File: src/rtl/quad_encoder_emu.sv
// Quadrature rotary-encoder emulator.
// Each accepted step command produces one full A/B quadrature cycle
// (four transitions, 00 back to 00), optionally with contact bounce
// inserted after every real edge. A wrapping position counter tracks
// completed steps so the emulated shaft position can be compared with a
// decoder's count.
module quad_encoder_emu #(
  parameter int PHASE_CYCLES  = 16,
  parameter int BOUNCE_EDGES  = 3,
  parameter int BOUNCE_CYCLES = 2,
  parameter int POS_WIDTH     = 8
) (
  input  logic                 clk,
  input  logic                 reset,
  input  logic                 step_valid,
  input  logic                 step_dir,
  input  logic                 bounce_en,
  output logic                 step_ready,
  output logic                 enc_a,
  output logic                 enc_b,
  output logic                 busy,
  output logic [POS_WIDTH-1:0] position
);

  // One timer serves both hold lengths, so it is sized for the longer one.
  localparam int MAX_HOLD       = (PHASE_CYCLES > BOUNCE_CYCLES) ? PHASE_CYCLES : BOUNCE_CYCLES;
  localparam int TW             = $clog2(MAX_HOLD + 1);
  localparam int BOUNCE_TOGGLES = 2 * BOUNCE_EDGES;
  localparam int BW             = (BOUNCE_TOGGLES > 0) ? $clog2(BOUNCE_TOGGLES + 1) : 1;
  localparam bit HAS_BOUNCE     = (BOUNCE_EDGES > 0);

  // Terminal timer values: a level held N cycles changes on the edge where
  // the timer (cleared on the toggle edge) reads N-1.
  localparam logic [TW-1:0]        PC_LAST   = TW'(PHASE_CYCLES - 1);
  localparam logic [TW-1:0]        BC_LAST   = TW'(BOUNCE_CYCLES - 1);
  localparam logic [BW-1:0]        BCNT_LAST = BW'((BOUNCE_TOGGLES > 0) ? (BOUNCE_TOGGLES - 1) : 0);
  localparam logic [POS_WIDTH-1:0] POS_ONE   = POS_WIDTH'(1'b1);

  typedef enum logic [1:0] {
    ST_IDLE   = 2'd0,
    ST_EDGE   = 2'd1,
    ST_BOUNCE = 2'd2,
    ST_SETTLE = 2'd3
  } state_e;

  state_e               state_q, state_d;
  logic [TW-1:0]        timer_q, timer_d;
  logic [BW-1:0]        bcnt_q, bcnt_d;
  logic [1:0]           trans_q, trans_d;
  logic                 dir_q, dir_d;
  logic                 bnc_q, bnc_d;
  logic                 enc_a_q, enc_a_d;
  logic                 enc_b_q, enc_b_d;
  logic [POS_WIDTH-1:0] pos_q, pos_d;
  logic                 ready_q;
  logic                 busy_q;

  logic                 accept_s;
  logic                 in_bounce_s;
  logic                 hold_done_s;
  logic [1:0]           next_idx_s;

  // Which line changes on transition idx: CW changes A on even transitions
  // (00->10, 11->01), CCW changes B on even transitions (00->01, 11->10).
  function automatic logic changes_a(input logic [1:0] idx, input logic cw);
    if (idx[0] == 1'b0) begin
      changes_a = cw;
    end else begin
      changes_a = ~cw;
    end
  endfunction

  // Next-state logic: handshake, bounce toggles, settle holds, completion.
  always_comb begin
    state_d  = state_q;
    timer_d  = timer_q;
    bcnt_d   = bcnt_q;
    trans_d  = trans_q;
    dir_d    = dir_q;
    bnc_d    = bnc_q;
    enc_a_d  = enc_a_q;
    enc_b_d  = enc_b_q;
    pos_d    = pos_q;

    accept_s    = step_valid & ready_q;
    in_bounce_s = (state_q == ST_BOUNCE) | ((state_q == ST_EDGE) & bnc_q);
    next_idx_s  = trans_q + 2'd1;
    if (in_bounce_s) begin
      hold_done_s = (timer_q == BC_LAST);
    end else begin
      hold_done_s = (timer_q == PC_LAST);
    end

    case (state_q)
      ST_IDLE: begin
        if (accept_s) begin
          // Transition 0 is registered on the accepting edge itself.
          dir_d   = step_dir;
          bnc_d   = bounce_en & HAS_BOUNCE;
          trans_d = 2'd0;
          bcnt_d  = {BW{1'b0}};
          timer_d = {TW{1'b0}};
          state_d = ST_EDGE;
          if (changes_a(2'd0, step_dir)) begin
            enc_a_d = ~enc_a_q;
          end else begin
            enc_b_d = ~enc_b_q;
          end
        end else begin
          state_d = ST_IDLE;
        end
      end

      // EDGE marks the first cycle after a real toggle; from then on it
      // behaves like BOUNCE or SETTLE depending on the latched bounce mode,
      // which also covers holds of a single cycle.
      ST_EDGE, ST_BOUNCE, ST_SETTLE: begin
        if (!hold_done_s) begin
          timer_d = timer_q + TW'(1'b1);
          state_d = in_bounce_s ? ST_BOUNCE : ST_SETTLE;
        end else if (in_bounce_s) begin
          // Bounce toggle: the changing line flips back and forth; the
          // other line is never touched.
          timer_d = {TW{1'b0}};
          bcnt_d  = bcnt_q + BW'(1'b1);
          if (changes_a(trans_q, dir_q)) begin
            enc_a_d = ~enc_a_q;
          end else begin
            enc_b_d = ~enc_b_q;
          end
          if (bcnt_q == BCNT_LAST) begin
            state_d = ST_SETTLE;
          end else begin
            state_d = ST_BOUNCE;
          end
        end else if (trans_q == 2'd3) begin
          // Fourth transition has settled: step complete, back at AB=00.
          timer_d = {TW{1'b0}};
          state_d = ST_IDLE;
          if (dir_q) begin
            pos_d = pos_q + POS_ONE;
          end else begin
            pos_d = pos_q - POS_ONE;
          end
        end else begin
          // Next real quadrature edge.
          timer_d = {TW{1'b0}};
          bcnt_d  = {BW{1'b0}};
          trans_d = next_idx_s;
          state_d = ST_EDGE;
          if (changes_a(next_idx_s, dir_q)) begin
            enc_a_d = ~enc_a_q;
          end else begin
            enc_b_d = ~enc_b_q;
          end
        end
      end

      default: begin
        state_d = ST_IDLE;
      end
    endcase
  end

  // State and output registers; reset abandons any step in progress.
  always_ff @(posedge clk) begin
    if (reset) begin
      state_q <= ST_IDLE;
      timer_q <= {TW{1'b0}};
      bcnt_q  <= {BW{1'b0}};
      trans_q <= 2'd0;
      dir_q   <= 1'b0;
      bnc_q   <= 1'b0;
      enc_a_q <= 1'b0;
      enc_b_q <= 1'b0;
      pos_q   <= {POS_WIDTH{1'b0}};
      ready_q <= 1'b0;
      busy_q  <= 1'b0;
    end else begin
      state_q <= state_d;
      timer_q <= timer_d;
      bcnt_q  <= bcnt_d;
      trans_q <= trans_d;
      dir_q   <= dir_d;
      bnc_q   <= bnc_d;
      enc_a_q <= enc_a_d;
      enc_b_q <= enc_b_d;
      pos_q   <= pos_d;
      ready_q <= (state_d == ST_IDLE);
      busy_q  <= (state_d != ST_IDLE);
    end
  end

  assign step_ready = ready_q;
  assign busy       = busy_q;
  assign enc_a      = enc_a_q;
  assign enc_b      = enc_b_q;
  assign position   = pos_q;

endmodule

File: config.mk
export PLATFORM = sky130hd
export DESIGN_NAME = quad_encoder_emu
export DESIGN_NICKNAME = d
export VERILOG_FILES = /design/src/rtl/quad_encoder_emu.sv
export SDC_FILE = /design/constraint.sdc
export NUM_CORES = 1
export LEC_CHECK = 0
export CORE_MARGIN = 2
export CORE_UTILIZATION = 50
export CTS_CLUSTER_DIAMETER = 60
export DETAILED_ROUTE_END_ITERATION = 12
export PLACE_DENSITY = 0.82
export SLEW_MARGIN = 25
export SYNTH_ARGS = -nofsm -noshare
export SYNTH_HDL_FRONTEND = slang
export SYNTH_SLANG_ARGS = --single-unit
export TNS_END_PERCENT = 10
File: constraint.sdc
create_clock -name clk -period 1.8 [get_ports clk]
set_input_delay 0.18 -clock clk [delete_from_list [all_inputs] [get_ports clk]]
set_output_delay 0.18 -clock clk [all_outputs]
set_load 0.1 [all_outputs]
==> impl_metrics.env <==
export IMPL_ys_seq_area_share_pct=34.93
export IMPL_arrival_ps=2230
export IMPL_placement_rows=19
export IMPL_hold_class="primary input to flop"
export IMPL_drt_pass1_iter_count=8
export IMPL_wl_per_cell_um=16.86
export IMPL_power_uw=2038
export IMPL_reg2regPathDepth=7
export IMPL_finalHoldViolations=0
export IMPL_path_clk_slew_ps=140
export IMPL_failed_checks="DRC, setup timing"
export IMPL_drive_above_1_share_pct=36.68
export IMPL_skew_ps=6.716
export IMPL_fin_nets=216
export IMPL_worst_slew_pin_slew_ps=404.3
export IMPL_rsz0062_at_grt="true"
export IMPL_io_buffer_count=16
export IMPL_cts_buffers=3
export IMPL_synth_compound_area_share_pct=17.88
export IMPL_die_w_um=58.59
export IMPL_synthCells=159
export IMPL_synth_fa_ha_area_share_pct=9.740
export IMPL_ctsHoldBuffers=0
export IMPL_dr_first_iter_drc_count=60
export IMPL_drc_errors=2
export IMPL_syn_nets=175
export IMPL_post_route_min_period_ps=1990
export IMPL_synth_simple_gate_area_share_pct=22.75
export IMPL_crit_chain="inv_8 -> ha_4 -> a211oi_4 -> o211ai_1 -> o21ai_1 -> mux2i_1 -> mux2_2"
export IMPL_dp_hpwl_um=2689
export IMPL_async_flop_share_pct=0
export IMPL_synth_edf_count=0
export IMPL_worstSetupPathType="flop to flop"
export IMPL_synth_top_family_by_area="simple AND/OR/NAND/NOR gates"
export IMPL_powerDensity_nw_per_um2=1035
export IMPL_grt_overflow=0
export IMPL_rr_endpoint="position[7]$_SDFFE_PP0P_"
export IMPL_p_leak_uw=0.0008158
export IMPL_slew_headroom_pct=72.84
export IMPL_grt_pass1_wl_um=6120
export IMPL_viasPerCell=6.100
export IMPL_die_area_sq_um=3433
export IMPL_grt_max_degree=15
export IMPL_cts_sinks=26
export IMPL_max_cap_violations=0
export IMPL_diodes=0
export IMPL_outcome="finished with violations"
export IMPL_track_usage_pct=23.91
export IMPL_syn_to_final_growth_pct=32.16
export IMPL_hold_depth=3
export IMPL_root_buffer="clkbuf_4"
export IMPL_tritoncts="done"
export IMPL_gr_usage_met3_pct=4.615
export IMPL_drv_slew=0
export IMPL_dieHeight_um=58.59
export IMPL_postSynthAreaPerCell_sq_um=9.372
export IMPL_totalWireLength_um=3878
export IMPL_cts_max_level=1
export IMPL_busiest_layer="met2"
export IMPL_cpPeakStageDelay_ps=410
export IMPL_yosysWarnings=0
export IMPL_max_freq_mhz=502.5
export IMPL_yosysUniqueCellTypes=50
export IMPL_period_share_pct=110.6
export IMPL_hold_start="step_dir"
export IMPL_ant_nets=0
export IMPL_cp_required_ps=2040
export IMPL_syn_area_sq_um=1490
export IMPL_finalNonFillerCells=230
export IMPL_fin_ws_ps=-190.2
export IMPL_dp_cells=225
export IMPL_globalplace_congestion=0.8323
export IMPL_slowest_stage="dfxtp_4"
export IMPL_setup_viol=3
export IMPL_antenna_found_initial=0
export IMPL_synth_xor_area_share_pct=4.702
export IMPL_irDropWorstVdd_uv=724.9
export IMPL_initial_utilization_pct=53.12
export IMPL_cts_buffer_depth=2
export IMPL_io_pins=17
export IMPL_clkLatencyLatePin_ps=340
export IMPL_cp_end_kind="flop"
export IMPL_cp_max_fo=8
export IMPL_globalRouteMet2Util_pct=38.36
export IMPL_startpoint_type="flop"
export IMPL_grt_pass1_vias=1364
export IMPL_grtUsageMet1_pct=29.29
export IMPL_hold_end="dir_q$_SDFFE_PP0P_"
export IMPL_rrSetupSlack_ps=-190
export IMPL_ys_flop_type="dfxtp_1"
export IMPL_coreArea_sq_um=2805
export IMPL_num_vias=1403
export IMPL_synth_mux_area_share_pct=7.557
export IMPL_synth_seq_cells=26
export IMPL_r2r_start="dir_q$_SDFFE_PP0P_"
## state kept, by name, indices dropped and copies added, names as in the netlist
signal and flops:
timer_q 5, bnc_q 1, step_ready 1, enc_b 1
bcnt_q 3, enc_a 1, busy 1, state_q 2
position 8, trans_q 2, dir_q 1
## report_power, final
part / internal [uW] / switching [uW]
registers: 662 / 101
logic: 419 / 587
clock network: 87.2 / 182
total: 1170 / 870
## worst max-delay path, delay by kind of cell, from the launching register on
kind,cells,cell delay [ps]
adder cells (fa/ha/maj),1,250
AO/OA/AOI/OAI,3,540
multiplexers,2,620
flip-flops,1,410
buffers and inverters,1,60
## how the worst max path moves through the flow
stage	from	to	slack (ps)	cells after the start
final	dir_q$_SDFFE_PP0P_	position[7]$_SDFFE_PP0P_	-190	7
after global routing	dir_q$_SDFFE_PP0P_	position[7]$_SDFFE_PP0P_	-220	7
after CTS	dir_q$_SDFFE_PP0P_	position[7]$_SDFFE_PP0P_	-40	7
after detailed placement	dir_q$_SDFFE_PP0P_	position[7]$_SDFFE_PP0P_	-80	7
after global placement	dir_q$_SDFFE_PP0P_	position[7]$_SDFFE_PP0P_	-20	7
after floorplan	position[1]$_SDFFE_PP0P_	position[7]$_SDFFE_PP0P_	-70	6
## kinds of logic after synthesis
kind of cell	after synthesis
XOR/XNOR	8
multiplexers	11
AND/OR/NAND/NOR	57
adder cells (fa/ha/maj)	11
AO/OA/AOI/OAI	38
buffers and inverters	8
flip-flops	26
## synth_stat cells, drive strengths merged, types with 2 or more instances
library cell,instances,share of area [%]
or3,3,1.6
o21ai,7,2.4
dfxtp,26,35
nor3,5,1.7
nor2,23,5.8
nand2b,4,1.7
ha,10,8.4
nor4,2,1.8
nor2b,3,1.3
nand3,4,2.0
o211ai,3,1.5
mux2,2,1.5
xor2,2,1.2
nand2,6,1.5
inv,3,0.76
a22o,2,1.2
a21oi,7,2.4
a211oi,5,2.5
buf,4,1.4
xnor2,6,3.5
mux2i,9,6.0
a21o,2,1.0
## layer usage
layer | vias to the layer above | wire length, um
met3 | 16 | 241
met2 | 63 | 1882
met1 | 657 | 1614
met5 | - | 0
met4 | 0 | 140
li1 | 667 | -
## area by class of cell
cell class | instances | area, sq um
clock buffers | 4 | 26.28
fillers | 208 | 835.8
inverters | 3 | 18.77
multi-input cells | 125 | 1008
flip-flops and latches | 26 | 559.3
well taps | 31 | 38.79
repair buffers | 41 | 317.8
## repair_timing
item	4_1_cts	5_1_grt
endpoints found under the hold margin	0	0
pin swaps	1	2
endpoints found under the setup margin	3	10
resized for setup	6	10
buffers inserted	0	1
## layout by cell type (no fill, tap or decap), types with 4 or more instances in the layout
cell             Yosys  layout
buf_4                1      37
nor2_1              23      22
dfxtp_1             26      13
mux2i_1              9       9
dfxtp_4              0       9
ha_1                10       7
a21oi_1              7       6
xnor2_1              6       6
nand2_1              6       6
nor3_1               5       5
o21ai_0              6       5
nand2b_1             4       4
clkdlybuf4s50_1      0       4
dfxtp_2              0       4
## metrics by stage
| stage | area [sq um] | utilization (%) | TNS, ps | hold slack, ps | setup WS [ps] |
|---|---|---|---|---|---|
| 5_1_grt | 1969 | 70.21 | -433.6 | 533.0 | -220.6 |
| 4_1_cts | 1922 | 68.51 | -74.09 | 496.8 | -39.43 |
| 3_3_place_gp | 1874 | 66.82 | -24.40 | 469.2 | -24.40 |
| 2_1_floorplan | 1550 | - | -84.38 | 327.2 | -74.90 |
| 6_report | 1969 | 70.21 | -259.8 | 498.8 | -190.2 |
| 3_5_place_dp | 1874 | 66.82 | -138.8 | 488.3 | -82.04 |
(Power assumes the default switching activity.)
